[src/rtl/qnigma_sipo_pack_pkg.sv]
// Shared types for the qnigma serial/parallel framing blocks.
package qnigma_pkg;

  typedef enum logic {
    COLLECT = 1'b0,
    HOLD    = 1'b1
  } state_t;

  function automatic int unsigned cnt_w(input int unsigned len);
    return $clog2(len + 1);
  endfunction

endpackage

[src/rtl/qnigma_sipo_pack.sv]
// Serial-in, parallel-out frame packer: gathers up to LENGTH words into one
// frame, with valid/ready on both sides, short frames and synchronous flush.
module qnigma_sipo_pack
  import qnigma_pkg::*;
#(
  parameter int WIDTH  = 8,
  parameter int LENGTH = 8,
  parameter int RIGHT  = 0
) (
  input  logic                           clk,
  input  logic                           rst_n,
  input  logic                           clr,
  input  logic [WIDTH-1:0]               ser_i,
  input  logic                           ser_val,
  input  logic                           ser_last,
  output logic                           ser_rdy,
  output logic [LENGTH-1:0][WIDTH-1:0]   par_o,
  output logic [$clog2(LENGTH+1)-1:0]    par_cnt,
  output logic                           par_val,
  input  logic                           par_rdy
);

  localparam int CW = cnt_w(LENGTH);
  localparam int IW = $clog2(LENGTH);

  state_t                         state, state_nx;
  logic [CW-1:0]                  cnt, cnt_nx;
  logic [CW-1:0]                  pcnt_q, pcnt_nx;
  logic [LENGTH-1:0][WIDTH-1:0]   frame_q, frame_nx;
  logic [IW-1:0]                  widx;

  assign ser_rdy = (state == COLLECT) ? 1'b1 : par_rdy;
  assign par_val = (state == HOLD);
  assign par_o   = frame_q;
  assign par_cnt = pcnt_q;

  always_comb begin
    state_nx = state;
    cnt_nx   = cnt;
    pcnt_nx  = pcnt_q;
    frame_nx = frame_q;
    if (RIGHT != 0) widx = cnt[IW-1:0];
    else            widx = IW'(LENGTH - 1) - cnt[IW-1:0];

    case (state)
      COLLECT: begin
        if (ser_val) begin
          frame_nx[widx] = ser_i;
          if (cnt == CW'(LENGTH - 1) || ser_last) begin
            state_nx = HOLD;
            pcnt_nx  = cnt + CW'(1);
            cnt_nx   = '0;
          end else begin
            cnt_nx = cnt + CW'(1);
          end
        end
      end
      HOLD: begin
        if (par_rdy) begin
          state_nx = COLLECT;
          frame_nx = '0;
          pcnt_nx  = '0;
          cnt_nx   = '0;
          // cnt is 0 in HOLD, so widx already points at the first-word slot
          if (ser_val) begin
            frame_nx[widx] = ser_i;
            if (ser_last) begin
              state_nx = HOLD;
              pcnt_nx  = CW'(1);
            end else begin
              cnt_nx = CW'(1);
            end
          end
        end
      end
      default: state_nx = COLLECT;
    endcase

    if (clr) begin
      state_nx = COLLECT;
      cnt_nx   = '0;
      pcnt_nx  = '0;
      frame_nx = '0;
    end
  end

  always_ff @(posedge clk) begin
    if (!rst_n) begin
      state   <= COLLECT;
      cnt     <= '0;
      pcnt_q  <= '0;
      frame_q <= '0;
    end else begin
      state   <= state_nx;
      cnt     <= cnt_nx;
      pcnt_q  <= pcnt_nx;
      frame_q <= frame_nx;
    end
  end

endmodule

[config.mk]
export PLATFORM = sky130hd
export DESIGN_NAME = qnigma_sipo_pack
export DESIGN_NICKNAME = d
export VERILOG_FILES = /design/src/rtl/qnigma_sipo_pack_pkg.sv /design/src/rtl/qnigma_sipo_pack.sv
export SDC_FILE = /design/constraint.sdc
export NUM_CORES = 1
export LEC_CHECK = 0
export CELL_PAD_IN_SITES_DETAIL_PLACEMENT = 1
export CELL_PAD_IN_SITES_GLOBAL_PLACEMENT = 1
export CORE_ASPECT_RATIO = 1.75
export CORE_MARGIN = 5
export CORE_UTILIZATION = 36
export CTS_BUF_LIST = sky130_fd_sc_hd__clkbuf_2
export CTS_CLUSTER_DIAMETER = 50
export DETAILED_ROUTE_END_ITERATION = 10
export GPL_ROUTABILITY_DRIVEN = 0
export GPL_TIMING_DRIVEN = 0
export HOLD_SLACK_MARGIN = 0.15
export PLACE_DENSITY_LB_ADDON = 0.1
export RECOVER_POWER = 50
export SLEW_MARGIN = 20
export SYNTH_ARGS = -nofsm -noshare
export SYNTH_HDL_FRONTEND = slang
export SYNTH_SLANG_ARGS = --single-unit
[constraint.sdc]
create_clock -name clk -period 2.11 [get_ports clk]
set_clock_uncertainty 0.2 [all_clocks]
set_input_delay 0.422 -clock clk [delete_from_list [all_inputs] [get_ports clk]]
set_output_delay 0.422 -clock clk [all_outputs]
set_load 0.02 [all_outputs]
==> results.sh, run 1 <==
export IMPL_status="complete, no violations"
export IMPL_rows=42
export IMPL_synth_top_cells_by_area="dfxtp_1 52%, a22oi_1 13%, nor2_1 7.4%, nand3_1 3.7%, o21ai_0 3.7%"
export IMPL_r2r_slack_ns=0.15
export IMPL_hold_viol_final=0
export IMPL_postCtsHoldBufs=0
export IMPL_synth_edf_count=0
export IMPL_leakagePower_nw=1.65
export IMPL_hold_path_class="reg2reg"
export IMPL_fillers=946
export IMPL_synth_area_mm2=0.00283
export IMPL_switchingPower_w=0.000588
export IMPL_synth_avg_cell_area_um2=8.95
export IMPL_fin_ws_ns=0.114
export IMPL_grt_usage_pct=18.5
export IMPL_root_buffer="clkbuf_2"
export IMPL_period_minus_slack_ns=2.00
export IMPL_routedWlPerCell_um=17.9
export IMPL_clock_path_buffers=2
export IMPL_fin_hold_ws_ns=0.272
export IMPL_synth_nets=331
export IMPL_antenna_left=0
export IMPL_synthArstFlopShare_pct=0
export IMPL_clkPwrFrac_pct=27.7
export IMPL_slew_headroom_pct=41.7
export IMPL_post_synth_num_cell_types=33
export IMPL_die_x_um=77.0
export IMPL_start_kind="primary input"
export IMPL_ys_ff_latch=73
export IMPL_insertion_delay_ns=0.53
export IMPL_peakVddDrop_uv=348
export IMPL_diodes=0
export IMPL_rr_worst_depth=5
export IMPL_synth_most_common_cell="dfxtp_1"
export IMPL_drc=0
export IMPL_core_mm2=0.00762
export IMPL_drt_iter0_drc=94
export IMPL_antenna_found_initial=0
export IMPL_p_int_w=0.00160
export IMPL_tightest_slew_ns=0.868
export IMPL_setup_violations_final=0
export IMPL_yosysSeqAreaShare_pct=51.7
export IMPL_p_sw_share_pct=26.8
export IMPL_power_density_mw_per_mm2=579
export IMPL_place_area_mm2=0.00377
export IMPL_nets=425
export IMPL_cp_required_ns=1.49
export IMPL_initial_core_util_pct=37.1
export IMPL_finish_instance_area_mm2=0.00379
export IMPL_syn_to_final_growth_pct=34.0
export IMPL_die_area_mm2=0.00980
export IMPL_postSynthCellCount=316
export IMPL_grt_max_degree=11
export IMPL_cts_tree="done"
export IMPL_routed_via_count=2676
export IMPL_routed_via_density=5.34
export IMPL_drive_above_1_share_pct=9.69
export IMPL_grt_pass1_wl_um=14200
export IMPL_min_delay_start="par_o[7]"
export IMPL_yosysWarnings=0
export IMPL_total_power_w=0.00219
export IMPL_final_util_pct=49.7
export IMPL_overflow=0
export IMPL_regArea_mm2=0.00146
export IMPL_synth_flop_cell="dfxtp_1"
export IMPL_pre_cts_ws_ns=-0.561
export IMPL_first_global_vias=2788
export IMPL_power_frac_comb_pct=8.7
export IMPL_dp_hpwl_um=6740
export IMPL_die_h_um=127
export IMPL_dr_pass1_iters=4
export IMPL_synth_top_area_share_pct=51.7
export IMPL_rsz0062_at_grt="no"
export IMPL_wl_um=8960
export IMPL_finalMaxSlewViolations=0
export IMPL_htreeDepth=3
export IMPL_cp_end_kind="primary output"
export IMPL_worstPathArrival_ns=1.37
export IMPL_path_class="in2out"
export IMPL_fmax_ghz=0.501
export IMPL_timing_rr_start="par_val"
export IMPL_io_buffers=83
export IMPL_power_frac_seq_pct=63.6
export IMPL_hold_depth=2
export IMPL_clock_sinks=73
export IMPL_r2r_end="par_o[22]"
export IMPL_cts_made_buffers=9
export IMPL_hold_end="par_o[7]"
export IMPL_fin_crit_sh_pct=94.6
export IMPL_drv_cap=0
export IMPL_clk_pin_slew_ns=0.18
export IMPL_multi_input_area_mm2=0.00128
export IMPL_ios=84
export IMPL_cp_max_fo=4
export IMPL_synth_top_area_cell="dfxtp_1"
export IMPL_netlist_top_cells_count="73 x dfxtp_1, 56 x nor2_1, 50 x a22oi_1, 22 x nand2_1"
[power groups by stage]
stage	sequential (W)	combinational [W]	clock [W]
after floorplan	0.00143	0.0000947	0
after global routing	0.00140	0.000206	0.000692
after detailed placement	0.00142	0.000192	0
final	0.00139	0.000190	0.000608
after global placement	0.00142	0.000191	0
after CTS	0.00139	0.000189	0.000628
[worst max-delay path by stage]
stage / from / endpoint / slack, ns / cells after the start
2_1_floorplan: par_val / par_o[40] / 0.39 / 6
3_3_place_gp: par_rdy / ser_rdy / -0.56 / 4
3_5_place_dp: par_rdy / ser_rdy / -0.56 / 4
4_1_cts: par_rdy / ser_rdy / 0.002 / 3
5_1_grt: par_val / par_o[22] / 0.01 / 5
6_report: par_rdy / ser_rdy / 0.11 / 3
[what timing repair did]
item / CTS / global route
setup endpoints to repair: 78 / 20
setup buffers: 0 / 1
resized for setup: 75 / 5
gates cloned: 0 / 0
[final cells by class]
type / instances / share of cell area, %
Inverter: 3 / 0.297
Sequential cell: 73 / 38.6
Timing Repair Buffer: 84 / 19.9
Multi-Input combinational cell: 214 / 33.7
Clock buffer: 12 / 1.59
Buffer: 25 / 2.84
Tap cell: 88 / 2.91
Clock inverter: 2 / 0.198
[per-stage QoR]
step / setup TNS, ns / cells
2_1_floorplan: 0 / 316
4_1_cts: 0 / 500
5_1_grt: 0 / 501
3_5_place_dp: -25.69 / 487
6_report: 0 / 501
3_3_place_gp: -23.85 / 487
[critical path, stage by stage]
cell             delay, ns
clkdlybuf4s50_1       0.54
nand2b_4              0.16
clkdlybuf4s15_2       0.25
[metal layers]
layer	track usage [%]	part of all wire, %	vias up
met5	0	0	-
met4	7.89	2.5	0
met3	4.86	4.5	18
met2	33.6	54	66
met1	20.0	39	1291
li1	-	-	1301
[registers in the layout, indices dropped and copies added, names as in the netlist]
name	count
cnt	4
par_cnt	4
par_o	64
par_val	1
[cell usage in the layout, fill, tap and decap left out, drive strengths merged]
cell | netlist | final
dfxtp | 73 | 73
dlygate4sd2 | 0 | 69
nor2 | 57 | 57
a22oi | 50 | 50
clkbuf | 15 | 28
nand2 | 22 | 22
o21ai | 22 | 22
nand3 | 21 | 21
clkdlybuf4s50 | 0 | 13
buf | 11 | 10
and3 | 8 | 8
a21oi | 6 | 6
a31oi | 4 | 4
inv | 3 | 3
nand2b | 3 | 3
nor3 | 3 | 3
nor2b | 3 | 3
nor3b | 3 | 3
and3b | 2 | 2
xnor2 | 2 | 2
clkinv | 0 | 2
and2 | 1 | 1
a211oi | 1 | 1
mux2i | 1 | 1
a32oi | 1 | 1
o31ai | 1 | 1
nand4 | 1 | 1
nor4b | 1 | 1
ha | 1 | 1
clkdlybuf4s15 | 0 | 1
[kinds of logic (layout without fill, tap and decap cells)]
logic type               count (synthesis)  after routing  synth area share, %
AND/OR/NAND/NOR                        125            125                 21.4
AO/OA/AOI/OAI                           85             85                 21.0
flip-flops                              73             73                 51.7
buffers and inverters                   29            126                 4.38
XOR/XNOR                                 2              2                0.620
adder cells (fa/ha/maj)                  1              1                0.442
multiplexers                             1              1                0.487
No activity file was read; power rests on OpenSTA's default activity.
==> run 2, diff against run 1 <==
- CORE_MARGIN: 5 -> 2
- SKIP_CTS_REPAIR_TIMING: default -> 1
==> results.sh, run 2 (synthesis results as in run 1) <==
export IMPL_routed_via_density=5.30
export IMPL_fillers=943
export IMPL_ios=84
export IMPL_cp_end_kind="primary output"
export IMPL_dp_hpwl_um=6430
export IMPL_cts_made_buffers=9
export IMPL_largest_register_ffs=64
export IMPL_hold_end="par_o[22]"
export IMPL_place_area_mm2=0.00377
export IMPL_worstPathArrival_ns=1.38
export IMPL_drt_iter0_drc=103
export IMPL_drv_cap=0
export IMPL_status="complete, no violations"
export IMPL_dr_pass1_iters=4
export IMPL_setup_violations_final=0
export IMPL_timing_rr_start="cnt[1]"
export IMPL_slew_headroom_pct=40.0
export IMPL_routedWlPerCell_um=17.4
export IMPL_finish_instance_area_mm2=0.00355
export IMPL_r2r_end="par_o[14]"
export IMPL_grt_pass1_wl_um=13900
export IMPL_rr_worst_depth=6
export IMPL_fin_cells=503
export IMPL_antenna_left=0
export IMPL_drc=0
export IMPL_io_buffers=83
export IMPL_leakagePower_nw=1.27
export IMPL_clock_path_buffers=2
export IMPL_fin_hold_ws_ns=0.273
export IMPL_htreeDepth=3
export IMPL_insertion_delay_ns=0.55
export IMPL_core_mm2=0.00757
export IMPL_start_kind="primary input"
export IMPL_initial_core_util_pct=37.4
export IMPL_grt_usage_pct=21.2
export IMPL_nets=424
export IMPL_tightest_slew_ns=0.893
export IMPL_clk_pin_slew_ns=0.20
export IMPL_drive_above_1_share_pct=9.66
export IMPL_cp_required_ns=1.49
export IMPL_wl_um=8730
export IMPL_grt_max_degree=14
export IMPL_antenna_found_initial=1
export IMPL_syn_to_final_growth_pct=25.5
export IMPL_min_delay_start="par_o[22]"
export IMPL_period_minus_slack_ns=2.01
export IMPL_r2r_slack_ns=0.16
export IMPL_finalMaxSlewViolations=0
export IMPL_first_global_vias=2657
export IMPL_layout_commonest_cell="clkbuf_1"
export IMPL_die_x_um=71.0
export IMPL_power_density_mw_per_mm2=738
export IMPL_fmax_ghz=0.499
export IMPL_hold_viol_final=0
export IMPL_cp_max_fo=10
export IMPL_peakVddDrop_uv=639
export IMPL_die_area_mm2=0.00861
export IMPL_root_buffer="clkbuf_2"
export IMPL_place_inst=487
export IMPL_hold_depth=2
export IMPL_final_cell_mix="80 x clkbuf_1, 72 x dfxtp_1, 56 x nor2_1"
export IMPL_total_power_w=0.00262
export IMPL_die_h_um=121
export IMPL_rsz0062_at_grt="no"
export IMPL_clock_sinks=73
export IMPL_rows=42
export IMPL_fin_crit_sh_pct=95.0
export IMPL_path_class="in2out"
export IMPL_hold_path_class="reg2reg"
export IMPL_overflow=0
export IMPL_cts_tree="done"
export IMPL_routed_via_count=2665
==> run 2: worst max-delay path by stage <==
stage	startpoint	endpoint	slack (ns)
2_1_floorplan	par_val	par_o[40]	0.39
3_3_place_gp	par_rdy	ser_rdy	-0.57
3_5_place_dp	par_rdy	ser_rdy	-0.57
4_1_cts	par_rdy	ser_rdy	-0.57
5_1_grt	cnt[1]	par_o[6]	0.03
6_report	par_rdy	ser_rdy	0.10
==> run 2: report_power, final <==
| part | internal [W] | switching (W) | total (W) |
|---|---|---|---|
| Combinational | 0.0000613 | 0.000125 | 0.000186 |
| Clock | 0.000510 | 0.000528 | 0.00104 |
| Sequential | 0.00139 | 0.00000557 | 0.00140 |
| Total | 0.00196 | 0.000658 | 0.00262 |
==> run 2: critical path, cell delays in order <==
cell	delay (ns)
clkdlybuf4s50_1	0.53
nand2b_2	0.23
clkbuf_2	0.20
==> run 2: area by class of cell <==
type | count | area, um2 | area share (%)
buffer | 25 | 108 | 3.03
timing repair buffer | 83 | 429 | 12.1
inverter | 3 | 11.3 | 0.317
tap | 88 | 110 | 3.10
clock buffer | 9 | 45.0 | 1.27
clock inverter | 7 | 119 | 3.35
multi-input combinational | 214 | 1260 | 35.6
antenna | 1 | 2.50 | 0.0705
sequential | 73 | 1460 | 41.2
==> run 2: per-stage QoR <==
step           setup slack (ns)  utilization, %  TNS (ns)
3_3_place_gp             -0.567            49.8    -23.75
4_1_cts                  -0.573            52.0     -6.80
5_1_grt                  0.0287            46.9         0
6_report                  0.105            46.9         0
2_1_floorplan             0.395               -         0
3_5_place_dp             -0.574            49.8    -25.23
==> run 2: routing by layer <==
layer | share of wire (%) | vias up | GRT usage (%)
met5 | 0 | - | 0
met1 | 40 | 1277 | 23.5
li1 | - | 1304 | -
met4 | 2.4 | 0 | 11.1
met2 | 54 | 69 | 37.9
met3 | 4.1 | 15 | 3.65
